==> src/rtl/quad_pkg.sv <==
// rtl/quad_pkg.sv - Gray-code states, direction and transition classes for the quadrature step decoder
package quad_pkg;

  localparam logic [1:0] S00 = 2'b00;
  localparam logic [1:0] S01 = 2'b01;
  localparam logic [1:0] S11 = 2'b11;
  localparam logic [1:0] S10 = 2'b10;

  localparam logic DIR_UP   = 1'b1;
  localparam logic DIR_DOWN = 1'b0;

  typedef enum logic [1:0] {
    TR_NONE    = 2'd0,
    TR_FWD     = 2'd1,
    TR_BWD     = 2'd2,
    TR_ILLEGAL = 2'd3
  } trans_e;

  // Clockwise successor in the Gray sequence 00 -> 01 -> 11 -> 10 -> 00.
  function automatic logic [1:0] fwd_next(input logic [1:0] s);
    logic [1:0] n;
    case (s)
      S00:     n = S01;
      S01:     n = S11;
      S11:     n = S10;
      default: n = S00;
    endcase
    return n;
  endfunction

  function automatic trans_e classify(input logic [1:0] prev, input logic [1:0] cur);
    trans_e t;
    if (cur == prev) begin
      t = TR_NONE;
    end else if ((cur ^ prev) == 2'b11) begin
      t = TR_ILLEGAL;
    end else if (cur == fwd_next(prev)) begin
      t = TR_FWD;
    end else begin
      t = TR_BWD;
    end
    return t;
  endfunction

endpackage

==> src/rtl/sync_debounce.sv <==
// rtl/sync_debounce.sv - two-flop synchronizer plus stable-count debouncer for one encoder channel
module sync_debounce #(
  parameter int DEBOUNCE_CYCLES = 16,
  parameter bit IDLE_LEVEL      = 1'b1
) (
  input  logic clk,
  input  logic rst_n_a,
  input  logic raw_i,
  output logic db_o
);

  localparam int CW = $clog2(DEBOUNCE_CYCLES + 1);
  localparam logic [CW-1:0] CNT_LAST = CW'(DEBOUNCE_CYCLES - 1);

  logic          ff1_q;
  logic          ff2_q;
  logic          db_q;
  logic          db_d;
  logic [CW-1:0] cnt_q;
  logic [CW-1:0] cnt_d;

  // The edge that would bring the count to DEBOUNCE_CYCLES instead commits the new level.
  always_comb begin
    db_d  = db_q;
    cnt_d = '0;
    if (ff2_q != db_q) begin
      if (cnt_q == CNT_LAST) begin
        db_d = ff2_q;
      end else begin
        cnt_d = cnt_q + 1'b1;
      end
    end
  end

  always_ff @(posedge clk or negedge rst_n_a) begin
    if (!rst_n_a) begin
      ff1_q <= IDLE_LEVEL;
      ff2_q <= IDLE_LEVEL;
      db_q  <= IDLE_LEVEL;
      cnt_q <= '0;
    end else begin
      ff1_q <= raw_i;
      ff2_q <= ff1_q;
      db_q  <= db_d;
      cnt_q <= cnt_d;
    end
  end

  assign db_o = db_q;

endmodule

==> src/rtl/quad_step_decoder.sv <==
// rtl/quad_step_decoder.sv - quadrature encoder to counter enable/up_down front end with error flagging
module quad_step_decoder
  import quad_pkg::*;
#(
  parameter int DEBOUNCE_CYCLES = 16,
  parameter int EDGES_PER_STEP  = 4,
  parameter bit IDLE_LEVEL      = 1'b1
) (
  input  logic clk,
  input  logic rst_n_a,
  input  logic enc_a,
  input  logic enc_b,
  input  logic clr_err,
  output logic step_en,
  output logic step_up,
  output logic err,
  output logic err_flag
);

  localparam logic signed [2:0] ACC_MAX = 3'(EDGES_PER_STEP - 1);
  localparam logic signed [2:0] ACC_MIN = 3'(1 - EDGES_PER_STEP);

  logic              a_db;
  logic              b_db;
  logic [1:0]        cur;
  logic [1:0]        prev_q;
  logic [1:0]        prev_d;
  logic signed [2:0] acc_q;
  logic signed [2:0] acc_d;
  logic              step_en_q;
  logic              step_en_d;
  logic              step_up_q;
  logic              step_up_d;
  logic              err_q;
  logic              err_d;
  logic              err_flag_q;
  logic              err_flag_d;
  trans_e            tr;

  sync_debounce #(
    .DEBOUNCE_CYCLES(DEBOUNCE_CYCLES),
    .IDLE_LEVEL     (IDLE_LEVEL)
  ) u_sync_a (
    .clk    (clk),
    .rst_n_a(rst_n_a),
    .raw_i  (enc_a),
    .db_o   (a_db)
  );

  sync_debounce #(
    .DEBOUNCE_CYCLES(DEBOUNCE_CYCLES),
    .IDLE_LEVEL     (IDLE_LEVEL)
  ) u_sync_b (
    .clk    (clk),
    .rst_n_a(rst_n_a),
    .raw_i  (enc_b),
    .db_o   (b_db)
  );

  assign cur = {a_db, b_db};
  assign tr  = classify(prev_q, cur);

  always_comb begin
    prev_d     = cur;
    acc_d      = acc_q;
    step_en_d  = 1'b0;
    step_up_d  = step_up_q;
    err_d      = 1'b0;
    err_flag_d = err_flag_q;
    if (clr_err) begin
      err_flag_d = 1'b0;
    end
    case (tr)
      TR_FWD: begin
        if (acc_q == ACC_MAX) begin
          step_en_d = 1'b1;
          step_up_d = DIR_UP;
          acc_d     = '0;
        end else begin
          acc_d = acc_q + 3'sd1;
        end
      end
      TR_BWD: begin
        if (acc_q == ACC_MIN) begin
          step_en_d = 1'b1;
          step_up_d = DIR_DOWN;
          acc_d     = '0;
        end else begin
          acc_d = acc_q - 3'sd1;
        end
      end
      // A new illegal transition outranks a clear arriving on the same edge.
      TR_ILLEGAL: begin
        err_d      = 1'b1;
        err_flag_d = 1'b1;
        acc_d      = '0;
      end
      default: begin
      end
    endcase
  end

  always_ff @(posedge clk or negedge rst_n_a) begin
    if (!rst_n_a) begin
      prev_q     <= {IDLE_LEVEL, IDLE_LEVEL};
      acc_q      <= '0;
      step_en_q  <= 1'b0;
      step_up_q  <= DIR_UP;
      err_q      <= 1'b0;
      err_flag_q <= 1'b0;
    end else begin
      prev_q     <= prev_d;
      acc_q      <= acc_d;
      step_en_q  <= step_en_d;
      step_up_q  <= step_up_d;
      err_q      <= err_d;
      err_flag_q <= err_flag_d;
    end
  end

  assign step_en  = step_en_q;
  assign step_up  = step_up_q;
  assign err      = err_q;
  assign err_flag = err_flag_q;

endmodule

==> config.mk <==
export PLATFORM = sky130hd
export DESIGN_NAME = quad_step_decoder
export DESIGN_NICKNAME = d
export VERILOG_FILES = /design/src/rtl/quad_pkg.sv /design/src/rtl/sync_debounce.sv /design/src/rtl/quad_step_decoder.sv
export SDC_FILE = /design/constraint.sdc
export NUM_CORES = 1
export LEC_CHECK = 0
export CAP_MARGIN = 20
export CORE_MARGIN = 2
export CORE_UTILIZATION = 40
export DETAILED_ROUTE_END_ITERATION = 10
export PLACE_DENSITY_LB_ADDON = 0.05
export SYNTH_ARGS = -nofsm -noshare
export SYNTH_HDL_FRONTEND = slang
export SYNTH_HIERARCHICAL = 1
export SYNTH_SLANG_ARGS = --single-unit
==> constraint.sdc <==
create_clock -name clk -period 2.6 [get_ports clk]
set_input_delay 0.65 -clock clk [delete_from_list [all_inputs] [get_ports clk]]
set_output_delay 0.65 -clock clk [all_outputs]
set_load 0.005 [all_outputs]
==> flow_summary.html <==
<table>
<tr><th>Metric</th><th>Value</th></tr>
<tr><th colspan="2">GRT</th></tr>
<tr><td>Global-route wire length before repair</td><td>3270 um</td></tr>
<tr><td>Pin count of the biggest net entering global routing</td><td>26</td></tr>
<tr><td>Overflow left after global routing</td><td>0</td></tr>
<tr><td>Total routing resource utilization after global routing</td><td>0.124</td></tr>
<tr><td>Via count of the first global-routing pass</td><td>752</td></tr>
<tr><td>Number of antenna violations at the first check in global routing</td><td>0</td></tr>
<tr><th colspan="2">CTS</th></tr>
<tr><td>Clock transition at path regs</td><td>0.14 ns</td></tr>
<tr><td>CTS Buffer Depth</td><td>2</td></tr>
<tr><td>TritonCTS clock tree</td><td>yes</td></tr>
<tr><td>Clock H-tree levels</td><td>1</td></tr>
<tr><td>Later-pin clock latency in the skew report</td><td>0.32 ns</td></tr>
<tr><td>CTS Root Buffer Type</td><td>sky130_fd_sc_hd__clkbuf_4</td></tr>
<tr><td>Sinks on Clock Net</td><td>25</td></tr>
<tr><td>Post-CTS setup repair buffer count</td><td>0</td></tr>
<tr><td>Hold-fix buffer count after cts</td><td>0</td></tr>
<tr><td>Number of buffers created by CTS</td><td>3</td></tr>
<tr><td>Number of gates given a new drive strength after cts</td><td>0</td></tr>
<tr><th colspan="2">Critical path</th></tr>
<tr><td>Largest fanout on the critical path</td><td>8</td></tr>
<tr><td>Data arrival time at the worst-slack endpoint</td><td>2.33 ns</td></tr>
<tr><td>Cell mode on critical path</td><td>sky130_fd_sc_hd__nor2_1</td></tr>
<tr><td>Crit path buf inv count</td><td>0</td></tr>
<tr><td>Cell family with the largest share of critical-path delay</td><td>flip-flops</td></tr>
<tr><td>Cells traversed along the worst timing path</td><td>nor2_1 &gt; o21ai_0 &gt; o21a_1 &gt; ha_1 &gt; nor2_1 &gt; maj3_2 &gt; o22a_1</td></tr>
<tr><td>Type of the worst setup path</td><td>flop to flop</td></tr>
<tr><td>Capturing element type of the critical path</td><td>flop</td></tr>
<tr><td>Kind of launch point of the worst setup path</td><td>flop</td></tr>
<tr><td>Highest cell delay on the worst timing path</td><td>0.66 ns</td></tr>
<tr><td>Data required time at the worst endpoint</td><td>2.83 ns</td></tr>
<tr><td>Slowest CP cell</td><td>sky130_fd_sc_hd__dfstp_2</td></tr>
<tr><th colspan="2">Cells and area</th></tr>
<tr><td>Fin util</td><td>0.460</td></tr>
<tr><td>Final Instance Count excl. Fillers</td><td>148</td></tr>
<tr><td>Commonest non-fill, non-tap cell in the layout</td><td>sky130_fd_sc_hd__dfrtp_1</td></tr>
<tr><td>Top library cells by usage in the layout, fill and taps aside</td><td>sky130_fd_sc_hd__dfrtp_1 (16), sky130_fd_sc_hd__nor2_1 (10), sky130_fd_sc_hd__dfstp_2 (9)</td></tr>
<tr><td>Net count reported at finish</td><td>128</td></tr>
<tr><td>P&amp;R area growth vs syn</td><td>12.4%</td></tr>
<tr><td>Final antenna diode count</td><td>0</td></tr>
<tr><td>Share of post-route cells with drive strength above 1</td><td>0.209</td></tr>
<tr><th colspan="2">STA</th></tr>
<tr><td>Unrepaired setup endpoints after global routing</td><td>false</td></tr>
<tr><td>Top achievable clock speed</td><td>476 MHz</td></tr>
<tr><td>Pin slew with the least headroom to its limit</td><td>0.455 ns</td></tr>
<tr><td>Final Critical Period</td><td>2.10 ns</td></tr>
<tr><td>Count of pins over their slew limit</td><td>0</td></tr>
<tr><td>Worst Skew</td><td>0.00409 ns</td></tr>
<tr><td>Endpoints failing setup</td><td>0</td></tr>
<tr><td>Portion of the clock cycle consumed by the worst path in the final layout</td><td>0.808</td></tr>
<tr><td>Final hold vios</td><td>0</td></tr>
<tr><td>Headroom to the max-slew limit</td><td>0.695</td></tr>
<tr><td>Setup TNS</td><td>0 ns</td></tr>
<tr><th colspan="2">Hold path</th></tr>
<tr><td>Type of the worst min-delay path</td><td>flop to flop</td></tr>
<tr><th colspan="2">Routing</th></tr>
<tr><td>Count of routing violations after the opening detailed-route iteration</td><td>33</td></tr>
<tr><td>Final ANT Viol Nets</td><td>0</td></tr>
<tr><td>Via count of the routed design</td><td>770</td></tr>
<tr><td>Count of unresolved DRC violations after routing</td><td>0</td></tr>
<tr><td>WL/cell</td><td>12.2 um</td></tr>
<tr><td>Number of iterations in the first detailed-routing pass</td><td>4</td></tr>
<tr><td>Via density</td><td>5.20</td></tr>
<tr><td>Post-detailed-routing wire length</td><td>1810 um</td></tr>
<tr><th colspan="2">Yosys</th></tr>
<tr><td>Top flip-flop cell by instance count after synthesis</td><td>sky130_fd_sc_hd__dfrtp_1</td></tr>
<tr><td>Count of warnings emitted by yosys</td><td>6</td></tr>
<tr><td>Cell variety after synth</td><td>36</td></tr>
<tr><td>Proportion of register bits with asynchronous set or reset after synthesis</td><td>1.00</td></tr>
<tr><td>Number of standard cells after synthesis</td><td>103</td></tr>
<tr><td>Number of enable flip-flop cells after synthesis</td><td>0</td></tr>
<tr><td>Post-synth design cell area</td><td>1220 um2</td></tr>
<tr><td>Number of flip-flops and latches in the synthesized netlist</td><td>25</td></tr>
<tr><td>Nets in the synthesized netlist</td><td>115</td></tr>
<tr><td>Portion of the post-synthesis area used by sequential elements</td><td>0.523</td></tr>
<tr><td>Synth Area per Inst</td><td>11.8 um2</td></tr>
<tr><th colspan="2">Job</th></tr>
<tr><td>MaxCap Viol Count</td><td>0</td></tr>
<tr><th colspan="2">Power and ir drop</th></tr>
<tr><td>Flop pwr share</td><td>0.653</td></tr>
<tr><td>Switching power as a share of total power</td><td>0.239</td></tr>
<tr><td>Part of the total power dissipated in the clock network</td><td>0.274</td></tr>
<tr><td>Switching power</td><td>152 uW</td></tr>
<tr><td>Leakage dissipation</td><td>0.000584 uW</td></tr>
<tr><td>Max VDD drop</td><td>0.210 mV</td></tr>
<tr><td>Pwr/cell area</td><td>466 nW/um2</td></tr>
<tr><td>Cell internal power dissipation</td><td>486 uW</td></tr>
<tr><td>Part of the total power dissipated in combinational logic</td><td>0.073</td></tr>
<tr><th colspan="2">Status</th></tr>
<tr><td>Result of the run</td><td>complete, no violations</td></tr>
<tr><th colspan="2">Place</th></tr>
<tr><td>Global placer's final weighted congestion</td><td>0.804</td></tr>
<tr><td>Final HPWL from detailed placement</td><td>1320 um</td></tr>
<tr><td>Number of port buffers</td><td>8</td></tr>
<tr><td>Cell count after placement</td><td>144</td></tr>
<tr><th colspan="2">Die</th></tr>
<tr><td>Boundary pin count</td><td>9</td></tr>
<tr><td>Die Width</td><td>59.2 um</td></tr>
<tr><td>Effective utilization at floorplan</td><td>0.409</td></tr>
<tr><td>Placeable core region</td><td>2980 um2</td></tr>
<tr><td>Die area</td><td>3500 um2</td></tr>
<tr><td>Placement Rows</td><td>20</td></tr>
<tr><td>DIE HEIGHT</td><td>59.2 um</td></tr>
</table>
==> flip-flops by register name, indices dropped and copies added (netlist names) <==
register / flops
u_sync_a/ff2_q: 1
step_en: 1
u_sync_a/ff1_q: 1
acc_q: 3
err: 1
u_sync_a/cnt_q: 5
u_sync_b/ff1_q: 1
u_sync_a/db_o: 1
prev_q: 2
u_sync_b/ff2_q: 1
err_flag: 1
step_up: 1
u_sync_b/db_o: 1
u_sync_b/cnt_q: 5
==> path summary, 6_finish.rpt <==
path,slack [ns],from,cells after the start,end
worst max-delay path,0.50,prev_q[0],7,acc_q[2]
worst min-delay path,0.37,u_sync_b/ff1_q,0,u_sync_b/ff2_q
worst max register to register,0.50,prev_q[0],7,acc_q[2]
worst min register to register,0.37,u_sync_b/ff1_q,0,u_sync_b/ff2_q
max in group asynchronous,1.64,rst_n_a,2,u_sync_a/db_o
min in group asynchronous,0.66,rst_n_a,2,step_en
==> power by group through the flow <==
stage	sequential [uW]	combinational, uW	clock [uW]
global placement	424	46.9	0
detailed placement	424	48.3	0
floorplan	422	24.5	0
CTS	417	48.4	187
finish	417	46.7	175
global route	419	54.5	202
==> cells by family (layout without fill, tap and decap cells) <==
| family | count (synthesis) | count (layout) | share of synthesized area |
|---|---|---|---|
| AND/OR/NAND/NOR | 31 | 31 | 0.139 |
| flip-flops | 25 | 25 | 0.523 |
| AO/OA/AOI/OAI | 19 | 19 | 0.118 |
| XOR/XNOR | 9 | 9 | 0.0863 |
| adder cells (fa/ha/maj) | 8 | 8 | 0.0812 |
| buffers and inverters | 8 | 20 | 0.0257 |
| multiplexers | 3 | 3 | 0.0267 |
==> per-layer routing <==
layer / up-vias / share of wire / GRT usage
met5: - / 0 / 0
met4: 0 / 0.016 / 0.0747
met3: 4 / 0.028 / 0.0197
met2: 10 / 0.46 / 0.181
met1: 376 / 0.50 / 0.174
li1: 380 / - / -
==> worst reg2reg max path, delay by kind of cell, from the launching register on <==
| family | cells | cell delay [ns] |
|---|---|---|
| AOI/OAI and AO/OA | 3 | 0.56 |
| adders and majority gates | 2 | 0.62 |
| DFF | 1 | 0.66 |
| and+or+nand+nor | 2 | 0.17 |
==> cells in the mapped netlist (all sizes together), types with 2 or more instances <==
master,instances,area (um2)
dfrtp,16,400
nor2,12,50.1
dfstp,9,236
ha,7,87.6
inv,7,26.3
nand3,6,40.0
xor2,6,52.6
o21ai,5,25.0
nand2,3,11.3
nor2b,3,18.8
xnor2,3,52.6
and2,2,12.5
and3,2,12.5
mux2,2,22.5
o211ai,2,15.0
o21a,2,15.0
o31ai,2,15.0
==> stage by stage <==
step                      hold slack [ns]  total power (uW)  cell area (um2)  setup WS, ns
final                               0.366               639             1370         0.499
after global routing                0.370               675             1370         0.340
after CTS                           0.368               652             1370         0.508
after detailed placement            0.348               472             1340         0.540
after global placement              0.346               470             1340         0.577
after floorplan                     0.345               446             1220         0.582
==> cell type report <==
cell class	instances	area, um2
clock buffer	3	22.5
clock inverter	1	5.00
fill	286	1610
inverter	7	26.3
multi-input combinational	70	549
sequential	25	637
tap	33	41.3
timing repair buffer	9	87.6
Note: power is estimated with default switching activity, not from simulation.
==> variant (same flow settings) <==
`IDLE_LEVEL` is set to 1'b1 in 2 places; all go to 1'b0.
--- a/src/rtl/sync_debounce.sv
+++ b/src/rtl/sync_debounce.sv
@@ -2,5 +2,5 @@
 module sync_debounce #(
   parameter int DEBOUNCE_CYCLES = 16,
-  parameter bit IDLE_LEVEL      = 1'b1
+  parameter bit IDLE_LEVEL      = 1'b0
 ) (
   input  logic clk,
--- a/src/rtl/quad_step_decoder.sv
+++ b/src/rtl/quad_step_decoder.sv
@@ -5,5 +5,5 @@
   parameter int DEBOUNCE_CYCLES = 16,
   parameter int EDGES_PER_STEP  = 4,
-  parameter bit IDLE_LEVEL      = 1'b1
+  parameter bit IDLE_LEVEL      = 1'b0
 ) (
   input  logic clk,
Behaviour: no difference found for any inputs over 10 cycles, from zero or initial values and one cycle with rst_n_a low; that may be too few to reach the edited logic, so the function may still have changed.
==> variant against the original RTL <==
Setup slack gained 0.012 ns. Sequential cell count stayed put. Routed wire length is 2.5% higher. Synthesized area fell by 0.82%. Design area down 0.91%. Synthesized cell count stayed put. First-iteration DRC count rose by 15%. Power decreased by 1.0%.
==> variant: results (changes against the original RTL) <==
\begin{tabular}{lr}
\hline
Metric & Value \\
\hline
\multicolumn{2}{l}{\textbf{Global route}} \\
\quad Via count of the first global-routing pass & 808 (was 752) \\
\quad Global routing usage on met2 & 20.95\% (was 18.10\%) \\
\quad Global-route met3 utilization & 1.978\% (was 1.965\%) \\
\quad Pin count of the biggest net entering global routing & 17 (was 26) \\
\quad Wire length of the first global-routing pass & 3436 µm (was 3270 µm) \\
\multicolumn{2}{l}{\textbf{Run status}} \\
\quad Result of the run & complete, no violations (unchanged) \\
\multicolumn{2}{l}{\textbf{Power and ir drop}} \\
\quad Total internal power & 0.4832 mW (was 0.4862 mW) \\
\quad Leakage component of the power & 0.6028 nW (was 0.5836 nW) \\
\quad Clock network fraction of design power & 27.1\% (was 27.4\%) \\
\quad Combinational power & 0.0468 mW (was 0.0467 mW) \\
\multicolumn{2}{l}{\textbf{Final layout}} \\
\quad Ratio of cells with drive above 1 in the final layout & 13.91\% (was 20.87\%) \\
\quad Number of filler instances in the final layout & 270 (was 286) \\
\multicolumn{2}{l}{\textbf{Synthesis}} \\
\quad Top area cells in the synthesized netlist & sky130\_fd\_sc\_hd\_\_dfrtp\_1 50\%, sky130\_fd\_sc\_hd\_\_ha\_1 7.3\%, sky130\_fd\_sc\_hd\_\_xor2\_1 4.4\% (was sky130\_fd\_sc\_hd\_\_dfrtp\_1 33\%, sky130\_fd\_sc\_hd\_\_dfstp\_2 19\%, sky130\_fd\_sc\_hd\_\_ha\_1 7.2\%) \\
\quad Post-synthesis sequential area ratio & 51.92\% (was 52.31\%) \\
\quad Synth top cells by count & 24 x sky130\_fd\_sc\_hd\_\_dfrtp\_1, 10 x sky130\_fd\_sc\_hd\_\_nor2\_1, 7 x sky130\_fd\_sc\_hd\_\_ha\_1, 7 x sky130\_fd\_sc\_hd\_\_inv\_1, 6 x sky130\_fd\_sc\_hd\_\_xor2\_1 (was 16 x sky130\_fd\_sc\_hd\_\_dfrtp\_1, 10 x sky130\_fd\_sc\_hd\_\_nor2\_1, 9 x sky130\_fd\_sc\_hd\_\_dfstp\_2) \\
\multicolumn{2}{l}{\textbf{Setup path}} \\
\quad Family with the most delay on the worst path & adder cells (was flip-flops) \\
\quad Crit path arrival time & 2.31 ns (was 2.33 ns) \\
\quad Startpoint of the worst-slack reg-to-reg timing path & prev\_q[0]\$\_DFF\_PN0\_ (was prev\_q[0]\$\_DFF\_PN1\_) \\
\quad Slowest stage delay, CP & 0.52 ns (was 0.66 ns) \\
\multicolumn{2}{l}{\textbf{Timing}} \\
\quad Worst clock skew & 0.009758 ns (was 0.004091 ns) \\
\quad Slew margin rel. & 68.75\% (was 69.49\%) \\
\multicolumn{2}{l}{\textbf{Place}} \\
\quad Half-perimeter wire length after placement & 1401 µm (was 1321 µm) \\
\quad Placement Cell Area & 0.001329 mm² (was 0.001341 mm²) \\
\quad Final weighted congestion in routability-driven placement & 0.8227 (was 0.8039) \\
\multicolumn{2}{l}{\textbf{Drt}} \\
\quad Vias post-DR & 767 (was 770) \\
\hline
\end{tabular}
[variant: how the worst min path moves through the flow]
stage	startpoint	cells past startpoint	slack (ns)	end
4_1_cts	u_sync_a/ff1_q$_DFF_PN0_	0	0.37	u_sync_a/ff2_q$_DFF_PN0_
3_5_place_dp	u_sync_a/ff1_q$_DFF_PN0_	0	0.34	u_sync_a/ff2_q$_DFF_PN0_
6_report	u_sync_a/ff1_q$_DFF_PN0_	0	0.36	u_sync_a/ff2_q$_DFF_PN0_
3_3_place_gp	u_sync_a/ff1_q$_DFF_PN0_	0	0.33	u_sync_a/ff2_q$_DFF_PN0_
5_1_grt	u_sync_a/ff1_q$_DFF_PN0_	0	0.38	u_sync_a/ff2_q$_DFF_PN0_
2_1_floorplan	u_sync_a/ff1_q$_DFF_PN0_	0	0.33	u_sync_a/ff2_q$_DFF_PN0_
[variant: area by class of cell]
class | instances | area share (%)
clock inverter | 1 | 0.3690
sequential | 25 | 46.22
timing repair buffer | 9 | 6.458
tap | 31 | 2.860
multi-input combinational | 70 | 40.50
inverter | 7 | 1.937
clock buffer | 3 | 1.661
[variant: worst register-to-register path, stage by stage, from the launching register on]
cell and delay [ns]:
sky130_fd_sc_hd__dfrtp_1 0.52, sky130_fd_sc_hd__nor2b_1 0.18, sky130_fd_sc_hd__o21ai_0 0.22, sky130_fd_sc_hd__o21a_1 0.17, sky130_fd_sc_hd__ha_1 0.31, sky130_fd_sc_hd__nor2_1 0.10
sky130_fd_sc_hd__maj3_2 0.30, sky130_fd_sc_hd__o22a_1 0.19
[variant: metrics by stage]
| stage | hold slack (ns) | util [%] | setup slack (ns) | std cells | total power, mW |
|---|---|---|---|---|---|
| after global placement | 0.3316 | 47.37 | 0.6262 | 142 | 0.4676 |
| after global routing | 0.3840 | 48.35 | 0.3242 | 146 | 0.6723 |
| after detailed placement | 0.3358 | 47.37 | 0.5469 | 142 | 0.4694 |
| final | 0.3616 | 48.35 | 0.5109 | 146 | 0.6319 |
| after CTS | 0.3678 | 48.35 | 0.5243 | 146 | 0.6470 |
| after floorplan | 0.3312 | - | 0.7038 | 103 | 0.4438 |
[variant: cell families (layout without fill, tap and decap cells)]
kind of cell    after synthesis  in the layout  synth area share (%)
simple gates                 31             31                 13.99
mux                           3              3                 2.694
buf+inv                       8             20                 2.591
fa+ha+maj                     8              8                 8.186
xor+xnor                      9              9                 8.705
compound gates               19             19                 11.92
flops                        25             25                 51.92
[variant: routing by layer]
| metal | up-vias | part of all wire, % |
|---|---|---|
| li1 | 385 | - |
| met1 | 363 | 48 |
| met2 | 13 | 46 |
| met3 | 6 | 3.5 |
| met4 | 0 | 2.4 |
| met5 | - | 0 |
